[config.mk]
export PLATFORM = sky130hd
export DESIGN_NAME = key_cmd_sched
export DESIGN_NICKNAME = d
export VERILOG_FILES = /design/src/rtl/key_cmd_pkg.sv /design/src/rtl/key_filter.sv /design/src/rtl/key_cmd_sched.sv
export SDC_FILE = /design/constraint.sdc
export NUM_CORES = 1
export LEC_CHECK = 0
export ABC_CLOCK_PERIOD_IN_PS = 4550
export BUFFER_PORTS_ARGS = -buffer_cell sky130_fd_sc_hd__buf_2
export CAP_MARGIN = 15
export CORE_UTILIZATION = 55
export CTS_BUF_LIST = sky130_fd_sc_hd__clkbuf_8
export DETAILED_ROUTE_END_ITERATION = 12
export PLACE_DENSITY = 0.76
export SETUP_SLACK_MARGIN = 0.5
export SLEW_MARGIN = 10
export SYNTH_ARGS = -nofsm -noshare
export SYNTH_HDL_FRONTEND = slang
export SYNTH_HIERARCHICAL = 1
export SYNTH_SLANG_ARGS = --single-unit
export TNS_END_PERCENT = 30
[constraint.sdc]
create_clock -name sys_clk -period 4.55 [get_ports sys_clk]
set_clock_uncertainty 0.1 [all_clocks]
set_input_delay 0.91 -clock sys_clk [delete_from_list [all_inputs] [get_ports sys_clk]]
set_output_delay 0.91 -clock sys_clk [all_outputs]
set_load 0.02 [all_outputs]
[src/rtl/key_cmd_pkg.sv]
// key_cmd_pkg: shared definitions for the push-button command front end.
//   - Command codes, which double as the key index (0 LEFT .. 3 DOWN).
//   - Key count and the mask of keys that auto-repeat.
//   - Arbiter state encoding and the round-robin pick helper.
package key_cmd_pkg;

  localparam logic [1:0] CMD_LEFT  = 2'd0;
  localparam logic [1:0] CMD_RIGHT = 2'd1;
  localparam logic [1:0] CMD_ROT   = 2'd2;
  localparam logic [1:0] CMD_DOWN  = 2'd3;

  localparam int NUM_KEYS = 4;

  // bit0 LEFT .. bit3 DOWN; rotation never auto-repeats
  localparam logic [NUM_KEYS-1:0] REPEAT_EN = 4'b1011;

  typedef enum logic {
    ARB_IDLE  = 1'b0,
    ARB_OFFER = 1'b1
  } arb_state_e;

  // Pick the first pending key after 'last', wrapping; 'last' itself is
  // considered only after every other key. Scanning from the farthest
  // candidate to the nearest lets the nearest pending key win.
  function automatic logic [1:0] rr_pick(input logic [NUM_KEYS-1:0] pend,
                                         input logic [1:0] last);
    logic [1:0] idx;
    rr_pick = last;
    for (int k = NUM_KEYS; k >= 1; k--) begin
      idx = last + k[1:0];
      if (pend[idx]) rr_pick = idx;
    end
  endfunction

endpackage

[src/rtl/key_filter.sv]
// key_filter: conditions one raw active-low button.
//   clk, rst_n : clock, synchronous active-low reset
//   key_raw    : asynchronous pin, 0 = pressed
//   level      : debounced level, 0 = pressed
//   press      : one-cycle pulse after level falls 1->0 (no pulse on release)
module key_filter #(
  parameter int DEBOUNCE_CNT = 1_000_000,
  parameter int CNT_W        = 32
) (
  input  logic clk,
  input  logic rst_n,
  input  logic key_raw,
  output logic level,
  output logic press
);

  localparam logic [CNT_W-1:0] RELOAD = CNT_W'(DEBOUNCE_CNT);

  logic             sync_p0;
  logic             sync_p1;
  logic             sync_prev;
  logic [CNT_W-1:0] cnt;

  always_ff @(posedge clk) begin
    if (!rst_n) begin
      sync_p0   <= 1'b1;
      sync_p1   <= 1'b1;
      sync_prev <= 1'b1;
      cnt       <= '0;
      level     <= 1'b1;
      press     <= 1'b0;
    end else begin
      // synchronizer stages
      sync_p0   <= key_raw;
      sync_p1   <= sync_p0;
      sync_prev <= sync_p1;
      press     <= 1'b0;
      // Any movement of the synchronized input restarts the window; a
      // steady mismatch counts down and the level follows on reaching 1.
      if (sync_p1 != sync_prev) begin
        cnt <= RELOAD;
      end else if (sync_p1 != level) begin
        if (cnt <= CNT_W'(2)) begin
          cnt   <= CNT_W'(1);
          level <= sync_p1;
          press <= ~sync_p1;
        end else begin
          cnt <= cnt - CNT_W'(1);
        end
      end
    end
  end

endmodule

[src/rtl/key_cmd_sched.sv]
// key_cmd_sched: four-button front end for the block game.
//   sys_clk, sys_rst_n : clock, synchronous active-low reset
//   key_left/right/rot/down : raw pins, 0 = pressed
//   key_state : debounced levels {down, rot, right, left}, 0 = pressed
//   cmd_valid, cmd_code, cmd_ready : command stream (0 LEFT, 1 RIGHT,
//                                    2 ROT, 3 DOWN), one offer at a time
module key_cmd_sched
  import key_cmd_pkg::*;
#(
  parameter int DEBOUNCE_CNT  = 1_000_000,
  parameter int REPEAT_DELAY  = 15_000_000,
  parameter int REPEAT_PERIOD = 5_000_000,
  parameter int CNT_W         = 32
) (
  input  logic       sys_clk,
  input  logic       sys_rst_n,
  input  logic       key_left,
  input  logic       key_right,
  input  logic       key_rot,
  input  logic       key_down,
  output logic [3:0] key_state,
  output logic       cmd_valid,
  output logic [1:0] cmd_code,
  input  logic       cmd_ready
);

  localparam logic [CNT_W-1:0] RPT_DELAY  = CNT_W'(REPEAT_DELAY);
  localparam logic [CNT_W-1:0] RPT_PERIOD = CNT_W'(REPEAT_PERIOD);

  logic [NUM_KEYS-1:0] raw;
  logic [NUM_KEYS-1:0] level;
  logic [NUM_KEYS-1:0] press;
  logic [NUM_KEYS-1:0] rpt_fire;
  logic [NUM_KEYS-1:0] pending;
  logic [NUM_KEYS-1:0] grant_clr;
  logic [CNT_W-1:0]    rpt_cnt [NUM_KEYS];

  arb_state_e state, state_nxt;
  logic       valid_nxt;
  logic [1:0] code_nxt;
  logic [1:0] last_grant, last_nxt;

  assign raw       = {key_down, key_rot, key_right, key_left};
  assign key_state = level;

  for (genvar g = 0; g < NUM_KEYS; g++) begin : g_key
    key_filter #(
      .DEBOUNCE_CNT(DEBOUNCE_CNT),
      .CNT_W       (CNT_W)
    ) u_filter (
      .clk    (sys_clk),
      .rst_n  (sys_rst_n),
      .key_raw(raw[g]),
      .level  (level[g]),
      .press  (press[g])
    );
  end

  always_comb begin
    rpt_fire = '0;
    for (int i = 0; i < NUM_KEYS; i++) begin
      rpt_fire[i] = REPEAT_EN[i] && !level[i] && (rpt_cnt[i] == CNT_W'(1));
    end
  end

  // auto-repeat timers: idle at 0, armed by the press pulse
  always_ff @(posedge sys_clk) begin
    for (int i = 0; i < NUM_KEYS; i++) begin
      if (!sys_rst_n || !REPEAT_EN[i] || level[i]) begin
        rpt_cnt[i] <= '0;
      end else if (press[i]) begin
        rpt_cnt[i] <= RPT_DELAY;
      end else if (rpt_fire[i]) begin
        rpt_cnt[i] <= RPT_PERIOD;
      end else if (rpt_cnt[i] != '0) begin
        rpt_cnt[i] <= rpt_cnt[i] - CNT_W'(1);
      end
    end
  end

  // pending commands: a new event outranks a same-cycle acceptance
  always_ff @(posedge sys_clk) begin
    if (!sys_rst_n) pending <= '0;
    else            pending <= press | rpt_fire | (pending & ~grant_clr);
  end

  always_comb begin
    state_nxt = state;
    valid_nxt = cmd_valid;
    code_nxt  = cmd_code;
    last_nxt  = last_grant;
    grant_clr = '0;
    case (state)
      ARB_IDLE: begin
        if (|pending) begin
          code_nxt  = rr_pick(pending, last_grant);
          valid_nxt = 1'b1;
          state_nxt = ARB_OFFER;
        end
      end
      ARB_OFFER: begin
        if (cmd_valid && cmd_ready) begin
          valid_nxt           = 1'b0;
          last_nxt            = cmd_code;
          grant_clr[cmd_code] = 1'b1;
          state_nxt           = ARB_IDLE;
        end
      end
      default: begin
        valid_nxt = 1'b0;
        state_nxt = ARB_IDLE;
      end
    endcase
  end

  // arbiter / output registers
  always_ff @(posedge sys_clk) begin
    if (!sys_rst_n) begin
      state      <= ARB_IDLE;
      cmd_valid  <= 1'b0;
      cmd_code   <= CMD_LEFT;
      last_grant <= CMD_DOWN;
    end else begin
      state      <= state_nxt;
      cmd_valid  <= valid_nxt;
      cmd_code   <= code_nxt;
      last_grant <= last_nxt;
    end
  end

endmodule

---- Word-level counts from Yosys, hierarchy flattened ----
Memories as Yosys holds them, arrays and structs flattened.
Index checks and enable logic that the tools add are counted.
W data, S select, Z words.
storage, ports and cells
  flip-flop bits (word level) ............. 158
  RAM bits ................................ 128
  memories kept ........................... 1
  input port bits ......................... 7
  output and inout bits ................... 7
  logic and storage cells ................. 214
memory list
  name     words  width  read ports  clocked after memory_dff  wr ports  line                 text
  rpt_cnt  4      32     3           0                         4         key_cmd_sched.sv:36  logic [CNT_W-1:0] rpt_cnt [NUM_KEYS];
operators by class
  bitwise operators ....................... 31
  add/sub/neg operators ................... 10
  reductions and logical operators ........ 35
  equal/unequal tests ..................... 13
  mux-type cells .......................... 82
  order comparisons ....................... 9
operator list
  kind                     number
  $mux W32                 13
  $sub A32 B1 Y32 const B  7
  $mux W20                 8
  $le A32 B2 Y1 const B    4
  $eq A32 B1 Y1 const B    3
  $reduce_bool A32 Y1      3
  $mux W1                  50
  $reduce_or A4 Y1         5
  $not A1 Y1               18
  $lt A2 B3 Y1 const B     4
  $reduce_and A3 Y1        4
  $or A1 B1 Y1             9
  $mux W4                  2
  $ne A1 B1 Y1             8
  $or A4 B4 Y4             2
  $reduce_bool A2 Y1       4
  $reduce_or A2 Y1         4
  $bmux W1 S2              3
  $mux W2                  3
  $reduce_and A2 Y1        3
  $logic_and A1 B1 Y1      5
  $add A2 B2 Y2 const B    2
  $and A4 B4 Y4            1
  $logic_not A1 Y1         4
  other kinds (8)          11

---- Logic depth before layout (Yosys ltp) ----
  depth after elaboration ................. 9
  gate-level depth with buffers ........... 8
  mapped depth without buffers ............ 7

---- Hierarchy ----
The synthesis kept the hierarchy.
by module, submodules not included
  module         sequential area each (um^2)  area an instance (um^2)  cells an instance  instances
  key_filter     740.7                        1,762.9                  193                4
  key_cmd_sched  3,083.0                      5,858.1                  569                1

---- Worst setup path after synthesis ----
OpenSTA, ideal clock, no wires.
  kind .................................... reg2reg
  from .................................... memory rpt_cnt[3][23]
  to ...................................... memory rpt_cnt[3][0] (enable)
  period minus slack after synthesis ...... 3.360 ns
  cell stages (with the launch flop) ...... 6
  setup time .............................. 0.655 ns
  setup slack ............................. 1.190 ns
  data required time ...................... 3.795 ns
  data arrival time ....................... 2.606 ns
  buffers on the path ..................... 1
  path through ............................ edfxtp_1 -> or4_1 -> or4_1 -> clkbuf_1 -> nor2_1 -> o2111ai_1
RTL lines
  element             line
  start: declaration  key_cmd_sched.sv:36

==> impl_results.md <==
- Post-place setup slack: 1.25 ns
- Relative slew slack: 38.2%
- Vias in the first global route: 9508
- Die area: 0.0241 sq mm
- Yosys cell types: 58
- Die height: 155 microns
- Worst Max-Slew Pin Slew: 0.925 ns
- Inserted Diodes: 0
- Critical Path RT: 4.73 ns
- Largest net degree at the start of global routing: 50
- Number of gates resized after cts: 0
- CP arrival: 3.46 ns
- Tightest Hold Check Type: register to register
- Synthesized cell area: 0.0129 sq mm
- Total negative slack: 0 ns
- Fillers: 1933
- Post-CTS setup buffers: 0
- CTS Hold Bufs: 0
- Max clock buf depth: 3
- Cell area after layout: 0.0142 sq mm
- Total GRT Usage: 21.8%
- Core ar.: 0.0228 sq mm
- End of the critical path: rpt_cnt[0][6]
- Seq/Total Area, Yosys: 46.8%
- DRT iter0 DRCs: 674
- I/O Pins: 14
- M2 GR Usage: 36.0%
- Area grow syn2layout: 9.90%
- CTS tree: yes
- Total CTS buffers: 43
- Max-slew violations: 0
- Min setup slack post-route: 1.27 ns
- Placed cell area: 0.0132 sq mm
- Fmax: 304 MHz
- Ys flop type: dfxtp_1
- CP Launch Point: rpt_cnt[0][11]
- Critical path capture point type: register
- Remaining routing DRC violations: 0
- Worst VDD drop: 0.000243 V
- Post-Synth Adder-Cell Area: 1.36%
- Clock insertion delay at the later pin of the skew report: 0.56 ns
- Post-Synth Simple-Gate Area: 29.3%
- Maxcap violations: 0
- Total number of vias: 9931
- Number of enable flip-flop cells after synthesis: 96
- Post-synthesis mux area share: 0.0775%
- Hold path depth: 1
- Synth Area per Inst: 9.63 sq um
- Syn. warnings: 6
- Initial antenna violation count: 0
- Share of flip-flops with an asynchronous set or reset: 0%
- Flops & latches, synth: 254
- Via density: 5.76
- DR pass1 iterations: 5
- Syn Nets: 1362
- Clock sink total: 254
- DRT antenna net count: 0
- Most common cell after layout, fill and taps aside: nor2_1
- Peak fanout along the critical path: 32
- Status: complete, no violations
- Placer Congestion: 0.814
- Reg2Reg Depth: 5
- Endpoints failing setup: 0
- Number of port buffers: 13
- Post-DP HPWL: 16900 microns
- Nets: 1396
- Most frequent cells in the layout: nor2_1, dfxtp_1, xnor2_1, edfxtp_1, nor3_1
- Power per cell area: 390 mW/mm^2
- XOR/XNOR Fraction of Synth Area: 12.3%
- Grt peak-use layer: met2
- GR Layer Usage met1: 28.8%
- Worst r2r dst: rpt_cnt[0][6]
- H-tree levels: 2
- Minimum clock period: 3.28 ns
- GRT overflow: 0
- Layout cells sized above 1: 10.9%
- Kind of start point of the critical path: register
- Routed length per instance: 14.9 microns
- Final worst-path cycle share: 72.2%
- First-pass GRT wire length: 44100 microns
- Main combinational cell family by area after synthesis: simple AND/OR/NAND/NOR gates
- Initial Util: 56.5%
- RSZ-0062 raised after global routing: false
- CP Class: register to register
- Setup slack, reg-to-reg: 1.27 ns
- Synth Instances: 1341
- Leak pwr: 5.83 nW
- Synth Area in Compound Gates: 7.54%
- Post-Route WL: 25700 microns
- Die W: 155 microns
- Clock transition at path regs: 0.06 ns
- Clock Root Buffer: clkbuf_8
- Hold Vio Cnt, Final: 0
- Row count: 55
- Reg2Reg Launch Point: rpt_cnt[0][11]
- GRT met3 Usage: 4.15%
-- synth_stat cells (2+ instances only) --
master | number | area (sq um)
a21o_4 | 4 | 60.1
a21oi_1 | 28 | 140
a31oi_1 | 34 | 213
and3_1 | 4 | 25.0
and4b_1 | 4 | 40.0
buf_2 | 2 | 10.0
buf_6 | 11 | 124
clkbuf_1 | 19 | 71.3
dfxtp_1 | 158 | 3160
edfxtp_1 | 96 | 2880
ha_1 | 14 | 175
inv_1 | 32 | 120
nand2_1 | 69 | 259
nand2b_1 | 19 | 119
nand3_1 | 28 | 140
nand3b_1 | 3 | 22.5
nand4_1 | 26 | 163
nand4b_1 | 17 | 149
nor2_1 | 210 | 788
nor2b_1 | 7 | 43.8
nor3_1 | 80 | 400
nor3_2 | 4 | 40.0
nor3b_1 | 5 | 37.5
nor4_1 | 66 | 413
nor4_2 | 4 | 50.1
nor4_4 | 4 | 85.1
nor4b_1 | 9 | 78.8
nor4b_4 | 4 | 95.1
o211ai_1 | 13 | 97.6
o21a_1 | 2 | 15.0
o21ai_0 | 40 | 200
o21ai_1 | 13 | 65.1
o21ai_2 | 2 | 17.5
o22ai_1 | 3 | 18.8
o31ai_1 | 6 | 45.0
or2_2 | 7 | 43.8
or2b_2 | 4 | 35.0
or3_1 | 37 | 231
or3_2 | 8 | 60.1
or4_1 | 28 | 210
or4_2 | 5 | 43.8
or4_4 | 12 | 135
or4b_4 | 5 | 68.8
xnor2_1 | 133 | 1160
xor2_1 | 49 | 429
-- metrics by stage --
step                util, %  std cells  hold slack (ns)  power (W)
global placement       57.9       1643            0.289    0.00331
global route           62.1       1723            0.330    0.00578
finish                 62.1       1723            0.306    0.00553
floorplan                 -       1341            0.286    0.00318
CTS                    62.1       1723            0.311    0.00559
detailed placement     57.9       1643            0.296    0.00333
-- critical path: stages, from the launching register on --
cell and delay (ns):
edfxtp_1 0.45, or4_4 0.57, or4b_4 0.56, or4_4 0.45
o21ai_4 0.67, o21ai_0 0.21
-- metal layers --
| metal | wire length, microns | share of wire [%] |
|---|---|---|
| met3 | 1140 | 4.4 |
| met1 | 12100 | 47 |
| met2 | 12100 | 47 |
| met4 | 397 | 1.5 |
| met5 | 0 | 0 |
-- cell type report --
type | instances | area [sq um] | area share (%)
tap | 313 | 392 | 2.76
clock inverter | 30 | 273 | 1.92
timing repair buffer | 21 | 125 | 0.882
inverter | 32 | 120 | 0.847
multi-input combinational | 1023 | 6550 | 46.1
clock buffer | 50 | 688 | 4.85
sequential | 254 | 6050 | 42.6
-- state kept, by name (all words and copies together) (netlist names) --
register	flops
pending	4
state	1
cmd_code	2
rpt_cnt	96
g_key.u_filter/sync_p0	4
g_key.u_filter/sync_prev	4
g_key.u_filter/level	4
last_grant	2
cmd_valid	1
g_key.u_filter/sync_p1	4
g_key.u_filter/press	4
g_key.u_filter/cnt	128
-- logic make-up (layout without fill, tap and decap cells) --
kind of cell	count (synthesis)	in the layout
AND/OR/NAND/NOR	670	670
AO/OA/AOI/OAI	156	156
XOR/XNOR	182	182
flip-flops	254	254
adder cells (fa/ha/maj)	14	14
buffers and inverters	64	133
multiplexers	1	1
-- worst min path at each step --
stage | start | endpoint
floorplan | g_key[0].u_filter/sync_p0 | g_key[0].u_filter/sync_p1
global placement | g_key[1].u_filter/sync_p0 | g_key[1].u_filter/sync_p1
detailed placement | g_key[2].u_filter/sync_p0 | g_key[2].u_filter/sync_p1
CTS | g_key[1].u_filter/sync_p0 | g_key[1].u_filter/sync_p1
global route | g_key[2].u_filter/sync_p0 | g_key[2].u_filter/sync_p1
finish | g_key[1].u_filter/sync_p0 | g_key[1].u_filter/sync_p1
-- report_power, final --
group,total (W),switching (W),leakage (nW),internal (W)
registers,0.00255,0.000110,2.47,0.00244
clock network,0.00224,0.000943,0.524,0.00130
logic,0.000748,0.000451,2.83,0.000297
Note: power is estimated with default switching activity, not from simulation.
